### src/rtl/result_drain_pkg.sv
// result_drain shared types: drain FSM states
// and the output word width helper.
package result_drain_pkg;

  typedef enum logic [1:0] {
    IDLE,
    LOAD,
    CAPTURE,
    STREAM
  } drain_state_t;

  // One word is four lanes of 4*dw bits.
  function automatic int word_w(input int dw);
    return 16 * dw;
  endfunction

endpackage

### src/rtl/result_drain_if.sv
// Output valid/ready stream of the drain.
// master drives out_valid/out_data/out_last; slave drives out_ready.
interface result_drain_if #(
  parameter int DATA_WIDTH = 8
);
  import result_drain_pkg::*;

  localparam int WW = word_w(DATA_WIDTH);

  logic          out_valid;
  logic          out_ready;
  logic [WW-1:0] out_data;
  logic          out_last;

  modport master (
    output out_valid,
    output out_data,
    output out_last,
    input  out_ready
  );

  modport slave (
    input  out_valid,
    input  out_data,
    input  out_last,
    output out_ready
  );

endinterface

### src/rtl/result_drain_buf.sv
// CHAIN_LEN-deep word buffer: one sync write port, one async read port.
// Ports: clk_i, we_i/waddr_i/wdata_i (write), raddr_i/rdata_o (read).
module result_drain_buf
  import result_drain_pkg::*;
#(
  parameter int DATA_WIDTH = 8,
  parameter int CHAIN_LEN  = 4
) (
  input  logic                         clk_i,
  input  logic                         we_i,
  input  logic [$clog2(CHAIN_LEN)-1:0] waddr_i,
  input  logic [word_w(DATA_WIDTH)-1:0] wdata_i,
  input  logic [$clog2(CHAIN_LEN)-1:0] raddr_i,
  output logic [word_w(DATA_WIDTH)-1:0] rdata_o
);

  localparam int WW = word_w(DATA_WIDTH);

  // Storage is overwritten before it is read, so it carries no reset.
  logic [WW-1:0] mem_q [CHAIN_LEN];

  always_ff @(posedge clk_i) begin
    if (we_i) begin
      mem_q[waddr_i] <= wdata_i;
    end
  end

  assign rdata_o = mem_q[raddr_i];

endmodule

### src/rtl/result_drain.sv
// Drains the PE result chain tail into a buffer, then streams it out.
// Ports: Clk, rst, start, ResultIn_0..3, ResultCapture, busy, done, out_if.
module result_drain
  import result_drain_pkg::*;
#(
  parameter int DATA_WIDTH = 8,
  parameter int CHAIN_LEN  = 4
) (
  input  logic                    Clk,
  input  logic                    rst,
  input  logic                    start,
  input  logic [4*DATA_WIDTH-1:0] ResultIn_0,
  input  logic [4*DATA_WIDTH-1:0] ResultIn_1,
  input  logic [4*DATA_WIDTH-1:0] ResultIn_2,
  input  logic [4*DATA_WIDTH-1:0] ResultIn_3,
  output logic                    ResultCapture,
  output logic                    busy,
  output logic                    done,
  result_drain_if.master          out_if
);

  localparam int WW = word_w(DATA_WIDTH);
  localparam int CW = $clog2(CHAIN_LEN);
  localparam logic [CW-1:0] LAST = CW'(CHAIN_LEN - 1);

  drain_state_t  state_q, state_d;
  logic [CW-1:0] wcnt_q, wcnt_d;
  logic [CW-1:0] rcnt_q, rcnt_d;
  logic          done_q, done_d;
  logic          we;
  logic [WW-1:0] rdata;

  result_drain_buf #(
    .DATA_WIDTH(DATA_WIDTH),
    .CHAIN_LEN (CHAIN_LEN)
  ) u_buf (
    .clk_i  (Clk),
    .we_i   (we),
    .waddr_i(wcnt_q),
    .wdata_i({ResultIn_3, ResultIn_2, ResultIn_1, ResultIn_0}),
    .raddr_i(rcnt_q),
    .rdata_o(rdata)
  );

  always_ff @(posedge Clk or posedge rst) begin
    if (rst) begin
      state_q <= IDLE;
      wcnt_q  <= '0;
      rcnt_q  <= '0;
      done_q  <= 1'b0;
    end else begin
      state_q <= state_d;
      wcnt_q  <= wcnt_d;
      rcnt_q  <= rcnt_d;
      done_q  <= done_d;
    end
  end

  always_comb begin
    state_d = state_q;
    wcnt_d  = wcnt_q;
    rcnt_d  = rcnt_q;
    done_d  = 1'b0;
    we      = 1'b0;
    unique case (state_q)
      IDLE: begin
        if (start) state_d = LOAD;
      end
      LOAD: begin
        wcnt_d  = '0;
        state_d = CAPTURE;
      end
      CAPTURE: begin
        we = 1'b1;
        // Hold wcnt on the last write so it never wraps.
        if (wcnt_q == LAST) begin
          rcnt_d  = '0;
          state_d = STREAM;
        end else begin
          wcnt_d = wcnt_q + CW'(1);
        end
      end
      STREAM: begin
        if (out_if.out_ready) begin
          if (rcnt_q == LAST) begin
            done_d  = 1'b1;
            state_d = IDLE;
          end else begin
            rcnt_d = rcnt_q + CW'(1);
          end
        end
      end
      default: state_d = IDLE;
    endcase
  end

  // Decoded from state/counters only; out_ready never reaches an output.
  always_comb begin
    ResultCapture    = (state_q != LOAD);
    busy             = (state_q != IDLE);
    done             = done_q;
    out_if.out_valid = (state_q == STREAM);
    out_if.out_last  = (state_q == STREAM) && (rcnt_q == LAST);
    out_if.out_data  = (state_q == STREAM) ? rdata : '0;
  end

endmodule

### src/flat_wrapper.sv
// flat-port wrapper written by rule: the top's interface ports become plain ports
module result_drain_flat import result_drain_pkg::*;
#(
  parameter int DATA_WIDTH = 8,
  parameter int CHAIN_LEN  = 4
)
  (Clk, rst, start, ResultIn_0, ResultIn_1, ResultIn_2, ResultIn_3, ResultCapture, busy, done, out_if_out_valid, out_if_out_data, out_if_out_last, out_if_out_ready);
  result_drain_if #(.DATA_WIDTH(DATA_WIDTH)) out_if_i ();
  input  logic Clk;
  input  logic rst;
  input  logic start;
  input  logic [4*DATA_WIDTH-1:0] ResultIn_0;
  input  logic [4*DATA_WIDTH-1:0] ResultIn_1;
  input  logic [4*DATA_WIDTH-1:0] ResultIn_2;
  input  logic [4*DATA_WIDTH-1:0] ResultIn_3;
  output logic ResultCapture;
  output logic busy;
  output logic done;
  output wire logic [$bits(out_if_i.out_valid)-1:0] out_if_out_valid;
  output wire logic [$bits(out_if_i.out_data)-1:0] out_if_out_data;
  output wire logic [$bits(out_if_i.out_last)-1:0] out_if_out_last;
  input wire logic [$bits(out_if_i.out_ready)-1:0] out_if_out_ready;
  assign out_if_out_valid = out_if_i.out_valid;
  assign out_if_out_data = out_if_i.out_data;
  assign out_if_out_last = out_if_i.out_last;
  assign out_if_i.out_ready = out_if_out_ready;
  result_drain #(.DATA_WIDTH(DATA_WIDTH), .CHAIN_LEN(CHAIN_LEN)) u_core (.Clk(Clk), .rst(rst), .start(start), .ResultIn_0(ResultIn_0), .ResultIn_1(ResultIn_1), .ResultIn_2(ResultIn_2), .ResultIn_3(ResultIn_3), .ResultCapture(ResultCapture), .busy(busy), .done(done), .out_if(out_if_i));
endmodule
### config.mk
export PLATFORM = sky130hd
export DESIGN_NAME = result_drain_flat
export DESIGN_NICKNAME = d
export VERILOG_FILES = /design/src/rtl/result_drain_pkg.sv /design/src/rtl/result_drain_if.sv /design/src/rtl/result_drain_buf.sv /design/src/rtl/result_drain.sv /design/src/flat_wrapper.sv
export SDC_FILE = /design/constraint.sdc
export NUM_CORES = 1
export LEC_CHECK = 0
export ABC_AREA = 1
export CAP_MARGIN = 10
export CORE_MARGIN = 2
export CORE_UTILIZATION = 40
export DETAILED_ROUTE_END_ITERATION = 10
export GPL_TIMING_DRIVEN = 0
export RECOVER_POWER = 25
export SLEW_MARGIN = 20
export SYNTH_ARGS = -nofsm -noshare
export SYNTH_HDL_FRONTEND = slang
export SYNTH_SLANG_ARGS = --single-unit
### constraint.sdc
create_clock -name Clk -period 4.28 [get_ports Clk]
set_input_delay 0.856 -clock Clk [delete_from_list [all_inputs] [get_ports Clk]]
set_output_delay 0.856 -clock Clk [all_outputs]
set_load 0.005 [all_outputs]
==> results_dict.tcl, run 1 <==
set metrics [dict create \
    outcome "completed" \
    synth.avg_cell_area_um2 11.0 \
    p_int_mw 10.7 \
    synth_warnings 0 \
    die_area_mm2 0.0559 \
    grt_antenna_before_repair 15 \
    cp.required_ns 3.42 \
    finalSetupViolCount 0 \
    cts_tree "yes" \
    skew_ns 0.0204 \
    peakVddDrop_uv 407 \
    ctsLongestPathBuffers 3 \
    cp_num_buf_inv 4 \
    ys_seq_area_share_pct 72.0 \
    fin_crit_ns 4.02 \
    dp.cells 2930 \
    vias 14400 \
    synth_fp_nets 2107 \
    period_share_pct 93.9 \
    worst_pin_slew_ns 0.612 \
    grt_start_max_net_pins 81 \
    syn_inst 1965 \
    routabilityCongestion 0.747 \
    synth-seq-cells 519 \
    grt-ovfl-total 0 \
    fin_tns_setup_ns 0 \
    drt_first_pass_iters 5 \
    vias_per_cell 4.74 \
    ioPinCount 265 \
    power_density_mw_per_mm2 569 \
    hpwl_um 33100 \
    die_h_um 236 \
    cts_setup_buffers 0 \
    detail-route-antenna-nets 0 \
    rsz0062_at_grt "no" \
    power.leakage_nw 11.0 \
    rows 85 \
    cp-end-kind "output port" \
    grt_pass1_vias 14300 \
    fin_ws_ns 0.263 \
    start_util_pct 40.3 \
    crit_fanout 10 \
    drt_iter0_drc 925 \
    port-buffer-count 264 \
    switching_share_pct 30.3 \
    combinationalPowerShare_pct 27.0 \
    worstSetupPathType "flop to output port" \
    cts_sinks 519 \
    cp-start-kind "flop" \
    cts_buffers 55 \
    fin_nets 2433 \
    synth_cell_type_count 17 \
    clk_latency_ns 0.60 \
    drc 0 \
    grt_pass1_wl_um 82600 \
    clk_pin_slew_ns 0.06 \
    drv_slew 0 \
    wire_per_inst_um 18.0 \
    worstHoldPathType "flop to flop" \
    slowest_delay_ns 0.51 \
    core_area_mm2 0.0536 \
    worstPathArrival_ns 3.16 \
    crit_family "buffers and inverters" \
    netlist_area_mm2 0.0216 \
    clockPowerShare_pct 30.3 \
    drive_gt1_share_pct 7.41 \
    worstPathCellList "ha_1 -> inv_1 -> buf_2 -> clkbuf_1 -> a21oi_1 -> clkdlybuf4s50_1" \
    seqPwrFrac_pct 42.6 \
    fin_cells 3039 \
    cts-root-buf "clkbuf_16" \
    area_growth_pct 25.4 \
    netSwitchingPower_mw 4.67 \
    cp_slowest_cell "clkdlybuf4s50_1" \
    relSlewSlack_pct 59.2 \
    hold_viol_final 0 \
    max-cap-violations 0 \
    track_usage_pct 19.4 \
    htree_levels 2 \
    die_w_um 236 \
    fmax_mhz 249 \
    drt_wl_total_um 54600 \
    dp_slack_ns 0.752 \
]
==> cells in the final DEF, fill, tap and decap left out, types with 3 or more instances in the layout <==
cell and count:
buf_4 20, clkbuf_1 26, inv_1 271, ha_1 10, edfxtp_1 512, o21ai_0 5, bufinv_16 4, clkdlybuf4s50_1 187
inv_8 5, nor2_1 3, buf_16 5, dfrtp_1 7, dlygate4sd3_1 77, buf_2 57, diode_2 7, clkinv_1 13
buf_6 6, nand2_1 791, clkbuf_16 57, clkbuf_8 6, a21oi_1 128, clkinv_2 9, nand3_1 131
==> through the flow <==
step	hold slack [ns]	power, mW	utilization (%)	area (um2)
after global routing	0.613	16.2	50.5	27100
after detailed placement	0.569	10.9	47.2	25300
after floorplan	0.517	8.92	-	21600
after global placement	0.554	10.9	46.8	25100
after CTS	0.466	15.6	50.5	27100
final	0.587	15.4	50.5	27100
==> path summary, 6_finish.rpt <==
path                              startpoint                         to  slack [ns]  cells past startpoint
min in group asynchronous                rst                u_core.done        0.63                      2
setup / recovery           u_core.state_q[0]         out_if_out_data[6]        0.26                      6
hold / removal             u_core.state_q[0]          u_core.state_q[0]        0.59                      2
max in group asynchronous                rst           u_core.rcnt_q[0]        3.43                      2
hold reg to reg            u_core.state_q[0]          u_core.state_q[0]        0.59                      2
setup reg to reg           u_core.state_q[0]  u_core.u_buf.mem_q[3][39]        1.97                      6
==> registers in the layout, indices dropped and copies added (netlist names) <==
signal / cells
u_core.done: 1
u_core.rcnt_q: 2
u_core.state_q: 2
u_core.u_buf.mem_q: 512
u_core.wcnt_q: 2
==> metal layers <==
metal	part of all wire [%]	GRT usage, %	vias to the layer above	routed length, um
li1	-	-	7042	-
met1	43	25.1	6818	23300
met2	48	32.8	426	26400
met3	6.8	4.52	90	3720
met4	2.0	5.45	16	1100
met5	0.19	0	-	103
==> kinds of logic (layout without fill, tap and decap cells) <==
kind of cell | Yosys count | after routing | synth area share [%]
simple gates | 927 | 927 | 16.9
flops | 519 | 519 | 72.0
buf+inv | 376 | 747 | 7.43
compound gates | 133 | 133 | 3.08
fa+ha+maj | 10 | 10 | 0.579
other cells | 0 | 7 | 0
==> worst reg2reg max path, cell delays in order, from the launching register on <==
cell	delay, ns
dfrtp_1	0.42
inv_1	0.12
ha_1	0.15
buf_2	0.19
nand2_1	0.16
inv_8	0.40
buf_16	0.38
==> Yosys cell counts (all sizes together) <==
| library cell | count | area share, % |
|---|---|---|
| nand2 | 791 | 14 |
| edfxtp | 512 | 71 |
| inv | 276 | 4.8 |
| nand3 | 131 | 3.0 |
| a21oi | 128 | 3.0 |
| buf | 84 | 2.3 |
| clkbuf | 16 | 0.28 |
| ha | 10 | 0.58 |
| dfrtp | 7 | 0.81 |
| o21ai | 5 | 0.12 |
| nor2 | 3 | 0.052 |
| nand3b | 1 | 0.035 |
| or2 | 1 | 0.029 |
==> power groups by stage <==
stage	clock (mW)	combinational (mW)	sequential, mW
2_1_floorplan	0	2.20	6.72
3_3_place_gp	0	4.09	6.84
3_5_place_dp	0	4.23	6.67
4_1_cts	4.77	4.26	6.57
5_1_grt	4.96	4.63	6.62
6_report	4.68	4.17	6.57
==> what timing repair did <==
item                                    4_1_cts  5_1_grt
gates resized for setup                       0        3
endpoints found under the setup margin        0        1
hold endpoints to repair                      0        0
hold buffers                                  0        0
==> area by class of cell <==
type                    instances  area (um2)
repair buffers                269        2780
diodes                          7        17.5
multi-input cells            1070        4440
well taps                     696         871
flip-flops and latches        519       15500
clock buffers                  74        1550
fillers                      4726       26500
clock inverters                28         234
plain buffers                 100         568
inverters                     276        1070
(Power assumes the default switching activity.)
==> run 2: changes to the inputs <==
ABC_AREA = default   (was 1)
==> results_dict.tcl, run 2 <==
set metrics [dict create \
    synth.avg_cell_area_um2 23.0 \
    grt_pass1_wl_um 61100 \
    rows 81 \
    fin_nets 1338 \
    routabilityCongestion 0.681 \
    port-buffer-count 264 \
    netSwitchingPower_mw 4.14 \
    largest_register_ffs 512 \
    drv_slew 0 \
    cp-end-kind "output port" \
    clk_latency_ns 0.60 \
    track_usage_pct 16.1 \
    vias_per_cell 4.97 \
    power_density_mw_per_mm2 622 \
    fin_crit_ns 4.00 \
    clockPowerShare_pct 28.0 \
    cts_hold_buf 0 \
    detail-route-antenna-nets 0 \
    synth_fp_nets 1006 \
    synth.most_common_cell "edfxtp_1" \
    fmax_mhz 250 \
    cts_tree "yes" \
    cts_sinks 519 \
    clk_pin_slew_ns 0.06 \
    syn_inst 864 \
    htree_levels 2 \
    hold_slack_ns 0.591 \
    seqPwrFrac_pct 42.8 \
    outcome "completed" \
    cts_buffers 54 \
    power.leakage_nw 8.15 \
    drive_gt1_share_pct 20.0 \
    worstHoldPathType "flop to flop" \
    die_w_um 227 \
    grt_pass1_vias 10000 \
    cp.required_ns 3.42 \
    worstPathArrival_ns 3.15 \
    crit_fanout 10 \
    period_share_pct 93.5 \
    dp_slack_ns 0.684 \
    final_core_util_pct 51.8 \
    drt_iter0_drc 566 \
    grt_start_max_net_pins 42 \
    final_cell_mix "edfxtp_1, clkdlybuf4s50_1, and2_1, mux4_2, dlygate4sd3_1" \
    async_flop_share_pct 1.35 \
    drc 0 \
    worstPathCellList "clkbuf_1 -> buf_2 -> mux4_2 -> and2_1 -> clkdlybuf4s50_1" \
    synth_warnings 0 \
    register_area_mm2 0.0155 \
    max-cap-violations 0 \
    skew_ns 0.0239 \
    multi_input_comb_area_mm2 0.00401 \
    synth_edf_count 512 \
    switching_share_pct 26.3 \
    synth_cell_type_count 26 \
    synth.top_cells.by_count "edfxtp_1, and2_1, mux4_2" \
    worstSetupPathType "flop to output port" \
    worst_pin_slew_ns 0.888 \
    cts-root-buf "clkbuf_16" \
    start_util_pct 40.6 \
    relSlewSlack_pct 40.8 \
    die_h_um 227 \
    wire_per_inst_um 21.6 \
    fin_cells 1902 \
    peakVddDrop_uv 366 \
    dp.cells 1804 \
    synthFlopType "edfxtp_1" \
    cp_slowest_cell "clkbuf_1" \
    drt_wl_total_um 41200 \
    hold_viol_final 0 \
    ioPinCount 265 \
    combinationalPowerShare_pct 29.3 \
    ctsLongestPathBuffers 3 \
    die_area_mm2 0.0515 \
    synthTopCellsByArea "edfxtp_1, mux4_2, and2_1" \
    finalSetupViolCount 0 \
    regMostFlops "u_core.u_buf.mem_q" \
    final_common_cell "edfxtp_1" \
    ys_seq_area_share_pct 78.2 \
    synth_top_area_cell "edfxtp_1" \
    netlist_area_mm2 0.0199 \
    fin_ws_ns 0.278 \
    grt-ovfl-total 0 \
    yosysTopAreaCellShare_pct 77.3 \
    slowest_delay_ns 0.68 \
    core_area_mm2 0.0490 \
    drt_first_pass_iters 4 \
    synth-seq-cells 519 \
    hpwl_um 25400 \
    p_int_mw 11.6 \
    area_growth_pct 27.5 \
    vias 9449 \
    rsz0062_at_grt "no" \
    grt_antenna_before_repair 10 \
    cp-start-kind "flop" \
    num-fill-cells 3946 \
]
-- run 2: kinds of logic after synthesis --
logic type / Yosys count / synth area share, %
flip-flops: 519 / 78.2
AND/OR/NAND/NOR: 151 / 4.69
multiplexers: 131 / 14.7
buffers and inverters: 50 / 1.67
adder cells (fa/ha/maj): 10 / 0.629
AO/OA/AOI/OAI: 3 / 0.126
-- run 2: final timing paths --
| check | from | end | slack [ns] | cells after the start |
|---|---|---|---|---|
| setup reg to reg | u_core.state_q[0] | u_core.u_buf.mem_q[0][80] | 1.84 | 5 |
| min in group asynchronous | rst | u_core.wcnt_q[1] | 0.65 | 2 |
| setup / recovery | u_core.rcnt_q[1] | out_if_out_data[92] | 0.28 | 5 |
| hold reg to reg | u_core.state_q[1] | u_core.state_q[1] | 0.59 | 1 |
| max in group asynchronous | rst | u_core.rcnt_q[0] | 3.39 | 2 |
| hold / removal | u_core.state_q[1] | u_core.state_q[1] | 0.59 | 1 |
-- run 2: worst max-delay path: cells and delay by family (launching register included) --
| family | cells | cell delay, ns |
|---|---|---|
| buf+inv | 3 | 1.62 |
| flops | 1 | 0.39 |
| mux | 1 | 0.34 |
| simple gates | 1 | 0.18 |
-- run 2: final cells by class --
class,count,share of cell area (%)
Tap cell,664,3.28
Sequential cell,519,61.3
Timing Repair Buffer,276,11.6
Buffer,43,1.22
Multi-Input combinational cell,295,15.8
Inverter,7,0.104
Clock buffer,66,5.76
Clock inverter,30,0.844
Antenna cell,2,0.0197
-- run 2: repair_timing --
action                                  in CTS  in global routing
setup buffers                                0                  0
endpoints found under the hold margin        0                  0
gates resized for setup                      0                  2
endpoints found under the setup margin       0                  6
-- run 2: power groups by stage --
stage / Combinational, mW / Sequential (mW) / Clock, mW
floorplan: 2.55 / 6.92 / 0
global placement: 4.59 / 7.09 / 0
detailed placement: 4.78 / 6.86 / 0
CTS: 4.80 / 6.75 / 4.56
global route: 5.03 / 6.81 / 4.74
finish: 4.61 / 6.74 / 4.42
-- run 2: per-layer routing --
layer / vias to the layer above / global-route usage (%) / share of wire [%]
met2: 236 / 26.1 / 48
li1: 4208 / - / -
met5: - / 0 / 0.18
met3: 65 / 4.70 / 6.4
met4: 10 / 3.84 / 1.6
met1: 4930 / 21.7 / 44
-- run 2: through the flow --
| stage | total power [mW] | TNS [ns] | area [um2] |
|---|---|---|---|
| after floorplan | 9.47 | 0 | 19900 |
| after global placement | 11.7 | -1471.89 | 23400 |
| after detailed placement | 11.6 | 0 | 23700 |
| after CTS | 16.1 | 0 | 25300 |
| after global routing | 16.6 | 0 | 25400 |
| final | 15.8 | 0 | 25400 |
==> run 3: changes to the inputs <==
CORE_UTILIZATION = 55   (was 40)
PLACE_DENSITY = 0.92   (was default)
==> results_dict.tcl, run 3 (synthesis results as in run 2) <==
set metrics [dict create \
    clk_pin_slew_ns 0.06 \
    fmax_mhz 250 \
    fin_crit_ns 4.00 \
    core_area_mm2 0.0356 \
    dp_slack_ns 0.556 \
    power_density_mw_per_mm2 628 \
    worstHoldPathType "flop to flop" \
    worstSetupPathType "flop to output port" \
    ctsLongestPathBuffers 3 \
    die_w_um 194 \
    p_total_mw 15.7 \
    finalSetupViolCount 0 \
    final_cell_mix "edfxtp_1, clkdlybuf4s50_1, and2_1, mux4_2, dlygate4sd3_1" \
    regMostFlops "u_core.u_buf.mem_q" \
    grt_pass1_vias 10400 \
    num-fill-cells 2078 \
    grt_antenna_before_repair 6 \
    die_h_um 194 \
    wire_per_inst_um 24.0 \
    fin_ws_ns 0.280 \
    area_growth_pct 25.6 \
    port-buffer-count 264 \
    outcome "completed" \
    detail-route-antenna-nets 0 \
    hold_viol_final 0 \
    vias_per_cell 5.73 \
    drv_slew 0 \
    ioPinCount 265 \
    register_area_mm2 0.0155 \
    hpwl_um 25500 \
    crit_fanout 10 \
    cp-start-kind "flop" \
    fin_tns_setup_ns 0 \
    relSlewSlack_pct 38.6 \
    die_area_mm2 0.0377 \
    vias 9700 \
    grt_pass1_wl_um 62500 \
    largest_register_ffs 512 \
    power.leakage_nw 8.09 \
    drive_gt1_share_pct 19.8 \
    htree_levels 2 \
    rows 69 \
    routabilityCongestion 0.746 \
    cp.required_ns 3.42 \
    grt-ovfl-total 0 \
    cts_sinks 519 \
    drc 0 \
    cts_hold_buf 0 \
    cts_buffers 50 \
    drt_wl_total_um 40600 \
    drt_iter0_drc 650 \
    grt_start_max_net_pins 49 \
    clk_latency_ns 0.58 \
    rsz0062_at_grt "no" \
    max-cap-violations 0 \
    drt_first_pass_iters 5 \
    track_usage_pct 22.1 \
    cts_tree "yes" \
    final_core_util_pct 70.2 \
    cts-root-buf "clkbuf_16" \
    skew_ns 0.0199 \
    worst_pin_slew_ns 0.921 \
    cp-end-kind "output port" \
    multi_input_comb_area_mm2 0.00401 \
    peakVddDrop_uv 524 \
    final_common_cell "edfxtp_1" \
    fin_nets 1330 \
    period_share_pct 93.5 \
    start_util_pct 55.9 \
    worstPathArrival_ns 3.14 \
]
## run 3: cell types whose count changed in the layout (fill, tap and decap cells not counted), moves of 3 or more
cell	before	now
clkbuf_16	57	53
buf_12	3	0
diode_2	2	5
clkdlybuf4s50_1	186	189
dlygate4sd3_1	78	75
clkinv_1	16	9
clkbuf_1	23	26
## run 3: what timing repair did
| action | 4_1_cts | 5_1_grt |
|---|---|---|
| setup endpoints to repair | 52 | 0 |
| gates resized for setup | 1 | 0 |
| setup buffers | 0 | 0 |
## run 3: final timing paths
kind,startpoint,endpoint,slack [ns],cells after the start
max in group asynchronous,rst,u_core.done,3.38,2
max reg2reg,u_core.state_q[0],u_core.u_buf.mem_q[3][35],1.67,5
min reg2reg,u_core.state_q[1],u_core.state_q[1],0.58,1
max,u_core.rcnt_q[1],out_if_out_data[39],0.28,5
min in group asynchronous,rst,u_core.state_q[0],0.67,2
min,u_core.state_q[1],u_core.state_q[1],0.58,1
## run 3: worst max-delay path: stages (launching register included)
cell and delay (ns):
dfrtp_1 0.40, clkbuf_1 0.71, buf_2 0.43, mux4_2 0.34, and2_1 0.18, clkdlybuf4s50_1 0.50
## run 3: layout make-up
class	count	share of cell area, %
diodes	5	0.0501
clock inverters	28	1.06
inverters	7	0.105
multi-input cells	295	16.0
well taps	461	2.31
clock buffers	64	5.48
plain buffers	43	1.23
flip-flops and latches	519	62.3
repair buffers	272	11.5
## run 3: power by group
part	switching [mW]	leakage (nW)	total, mW	internal [mW]
Sequential	0.210	4.74	6.79	6.58
Combinational	2.12	2.55	4.57	2.44
Clock	1.78	0.795	4.34	2.56
Total	4.11	8.09	15.7	11.6
## run 3: layer usage
| metal | routed length (um) | track usage, % | up-vias |
|---|---|---|---|
| met1 | 16100 | 29.1 | 5040 |
| met4 | 923 | 5.92 | 4 |
| met5 | 27 | 0 | - |
| li1 | - | - | 4202 |
| met2 | 20800 | 37.3 | 389 |
| met3 | 2720 | 5.43 | 65 |
## run 3: stage by stage
stage	instance area [um2]	hold WS (ns)	cells
6_report	25000	0.582	1694
5_1_grt	25000	0.628	1691
4_1_cts	25000	0.507	1689
3_5_place_dp	23300	0.566	1597
3_3_place_gp	23100	0.544	1589
2_1_floorplan	19900	0.534	864
==> edit, RTL diff (settings of run 3) <==
`DATA_WIDTH` is set to 8 in 4 places; all go to 10.
--- a/src/rtl/result_drain_if.sv
+++ b/src/rtl/result_drain_if.sv
@@ -1,7 +1,7 @@
 // Output valid/ready stream of the drain.
 // master drives out_valid/out_data/out_last; slave drives out_ready.
 interface result_drain_if #(
-  parameter int DATA_WIDTH = 8
+  parameter int DATA_WIDTH = 10
 );
   import result_drain_pkg::*;
 
--- a/src/rtl/result_drain_buf.sv
+++ b/src/rtl/result_drain_buf.sv
@@ -3,7 +3,7 @@
 module result_drain_buf
   import result_drain_pkg::*;
 #(
-  parameter int DATA_WIDTH = 8,
+  parameter int DATA_WIDTH = 10,
   parameter int CHAIN_LEN  = 4
 ) (
   input  logic                         clk_i,
--- a/src/rtl/result_drain.sv
+++ b/src/rtl/result_drain.sv
@@ -3,7 +3,7 @@
 module result_drain
   import result_drain_pkg::*;
 #(
-  parameter int DATA_WIDTH = 8,
+  parameter int DATA_WIDTH = 10,
   parameter int CHAIN_LEN  = 4
 ) (
   input  logic                    Clk,
--- a/src/flat_wrapper.sv
+++ b/src/flat_wrapper.sv
@@ -1,7 +1,7 @@
 // flat-port wrapper written by rule: the top's interface ports become plain ports
 module result_drain_flat import result_drain_pkg::*;
 #(
-  parameter int DATA_WIDTH = 8,
+  parameter int DATA_WIDTH = 10,
   parameter int CHAIN_LEN  = 4
 )
   (Clk, rst, start, ResultIn_0, ResultIn_1, ResultIn_2, ResultIn_3, ResultCapture, busy, done, out_if_out_valid, out_if_out_data, out_if_out_last, out_if_out_ready);
Ports: changed (5 resized); port bits go from 265 to 329. The function was not compared with the original's and may differ.
==> edit against run 3 <==
  * Total power rose by 24%
  * Wire length increased by 35%
  * Die area rose by 23%
  * Cell area rose by 24%
  * Area after synthesis is 24% higher
  * Combinational power grew 25%
  * Worst setup slack got worse by 0.020 ns
  * Sequential cell count up 128
  * Critical path depth increased by 1
  * Non-clock buffer count is 79 higher
==> edit: results (changes against run 3) <==
Parameter                              Value

Clock tree
  Post-cts gate resize count    2 (+1)
  Setup repair bufs after CTS    0 (unchanged)
  Worst skew pair latency    0.63 ns (+0.05 ns)
  Number of clock buffers inserted by TritonCTS    61 (+22%)

Global route
  Maximum number of pins on one net before global-route repair    48 (-2.0%)
  Wire length of the first global-routing pass    80600 microns (+29%)
  GRT Resource Usage Total    23.6% (+1.5 points)
  Vias in the first global route    13055 (+26%)
  Number of antenna violations at the first check in global routing    17 (+11)

Synth
  Mean area per synthesized cell    23.1 sq um (+0.34%)
  Post-synthesis async set-or-reset flop share    1.08% (-0.27 points)
  Number of distinct standard cells referenced by the synthesized netlist    24 (-7.7%)
  Area contributors post-synth    sky130_fd_sc_hd__edfxtp_1 (78%), sky130_fd_sc_hd__mux4_2 (15%), sky130_fd_sc_hd__and2_1 (4.2%), sky130_fd_sc_hd__dfrtp_1 (0.71%), sky130_fd_sc_hd__ha_1 (0.51%)
  Number of enable-type register cells in the synthesized netlist    640 (+25%)
  Sequential share of the synthesized area    78.7% (+0.51 points)
  Commonest cells in the netlist    sky130_fd_sc_hd__edfxtp_1 (640), sky130_fd_sc_hd__and2_1 (165), sky130_fd_sc_hd__mux4_2 (160), sky130_fd_sc_hd__clkbuf_1 (25), sky130_fd_sc_hd__buf_2 (20)
  Synthesized netlist net count    1241 (+23%)

Drt
  Detailed Route WL    55000 microns (+35%)
  Wire length per cell after detailed routing    25.9 microns (+8.3%)
  Detailed router's first-iteration violation count    1209 (+86%)

Layout
  Nets    1644 (+24%)
  Max FFs per register    640 (+25%)
  Largest Register    u_core.u_buf.mem_q

Power
  Static Leak    9.98 nW (+23%)
  Highest ir drop seen on vdd    0.411 mV (-22%)

Worst setup path
  Setup slack on the worst flop-to-flop path    1.72 ns (+0.05 ns)
  Reg-to-reg critical path endpoint    u_core.u_buf.mem_q[0][50]
  Maximum fanout along the worst path    10 (unchanged)
  WP data arrival    3.16 ns (+0.02 ns)

Place
  Placed Cells incl. Taps    1999 (+25%)
  Setup WS pre-CTS    0.615 ns (+0.0588 ns)
  Placer congestion estimate    0.792 (+6.2%)
  Port bufs    328 (+24%)
  Cell area reported after detailed placement    29000 sq um (+24%)
  Detailed Place HPWL    33900 microns (+33%)

Timing
  Maximum clock skew at final layout    0.0210 ns (+0.00103 ns)
  Worst relative slew slack    55.3% (+17 points)

Run status
  Status    completed
-- edit: changes by cell type after synthesis --
cell,before,now
sky130_fd_sc_hd__edfxtp_1,512,640
sky130_fd_sc_hd__buf_4,2,0
sky130_fd_sc_hd__mux4_2,128,160
sky130_fd_sc_hd__buf_2,14,20
sky130_fd_sc_hd__buf_8,10,0
sky130_fd_sc_hd__and2_1,133,165
sky130_fd_sc_hd__buf_6,1,9
sky130_fd_sc_hd__clkbuf_1,16,25
-- edit: kinds of logic (layout without fill, tap and decap cells) --
group,Yosys count,count (layout),synth area share (%)
DFF,647,647,78.7
and+or+nand+nor,183,183,4.60
muxes,163,163,14.8
buffers and inverters,61,514,1.31
adders and majority gates,10,10,0.508
AOI/OAI and AO/OA,3,3,0.102
other,0,7,0
-- edit: worst max-delay path by stage --
stage / endpoint / slack [ns] / cells after the start
2_1_floorplan: u_core.u_buf.mem_q[3][0] / 1.06 / 3
3_3_place_gp: u_core.u_buf.mem_q[0][79] / -0.43 / 3
3_5_place_dp: out_if_out_data[53] / 0.61 / 5
4_1_cts: out_if_out_data[117] / 0.21 / 6
5_1_grt: out_if_out_data[121] / 0.17 / 6
6_report: out_if_out_data[125] / 0.26 / 6
-- edit: layer usage --
layer  part of all wire, %  GRT usage [%]
met3                   8.3           6.54
met2                    53           40.9
met5                  0.20              0
met1                    37           29.2
met4                   1.9           6.67
-- edit: cell type report --
type | instances | area [sq um]
buffer | 54 | 298
inverter | 7 | 26.3
fill | 2475 | 13200
timing repair buffer | 340 | 3610
multi-input combinational | 359 | 4930
antenna | 7 | 17.5
clock buffer | 72 | 1610
tap | 592 | 741
sequential | 647 | 19400
clock inverter | 41 | 363
-- edit: worst max-delay path, stage by stage (launching register included) --
cell and delay [ns]:
sky130_fd_sc_hd__dfrtp_1 0.37, sky130_fd_sc_hd__buf_2 0.32, sky130_fd_sc_hd__buf_2 0.41, sky130_fd_sc_hd__buf_2 0.38
sky130_fd_sc_hd__mux4_2 0.34, sky130_fd_sc_hd__and2_1 0.17, sky130_fd_sc_hd__clkdlybuf4s50_1 0.54
-- edit: stage by stage --
stage | hold slack, ns | total power [W]
after floorplan | 0.534 | 0.0116
after global placement | 0.545 | 0.0140
after detailed placement | 0.579 | 0.0143
after CTS | 0.482 | 0.0197
after global routing | 0.618 | 0.0202
final | 0.595 | 0.0195
-- edit: where the power goes --
part | leakage, nW | switching (W) | internal, W
registers | 5.91 | 0.000282 | 0.00820
clock network | 0.954 | 0.00229 | 0.00304
logic | 3.12 | 0.00271 | 0.00298
total | 9.98 | 0.00529 | 0.0142
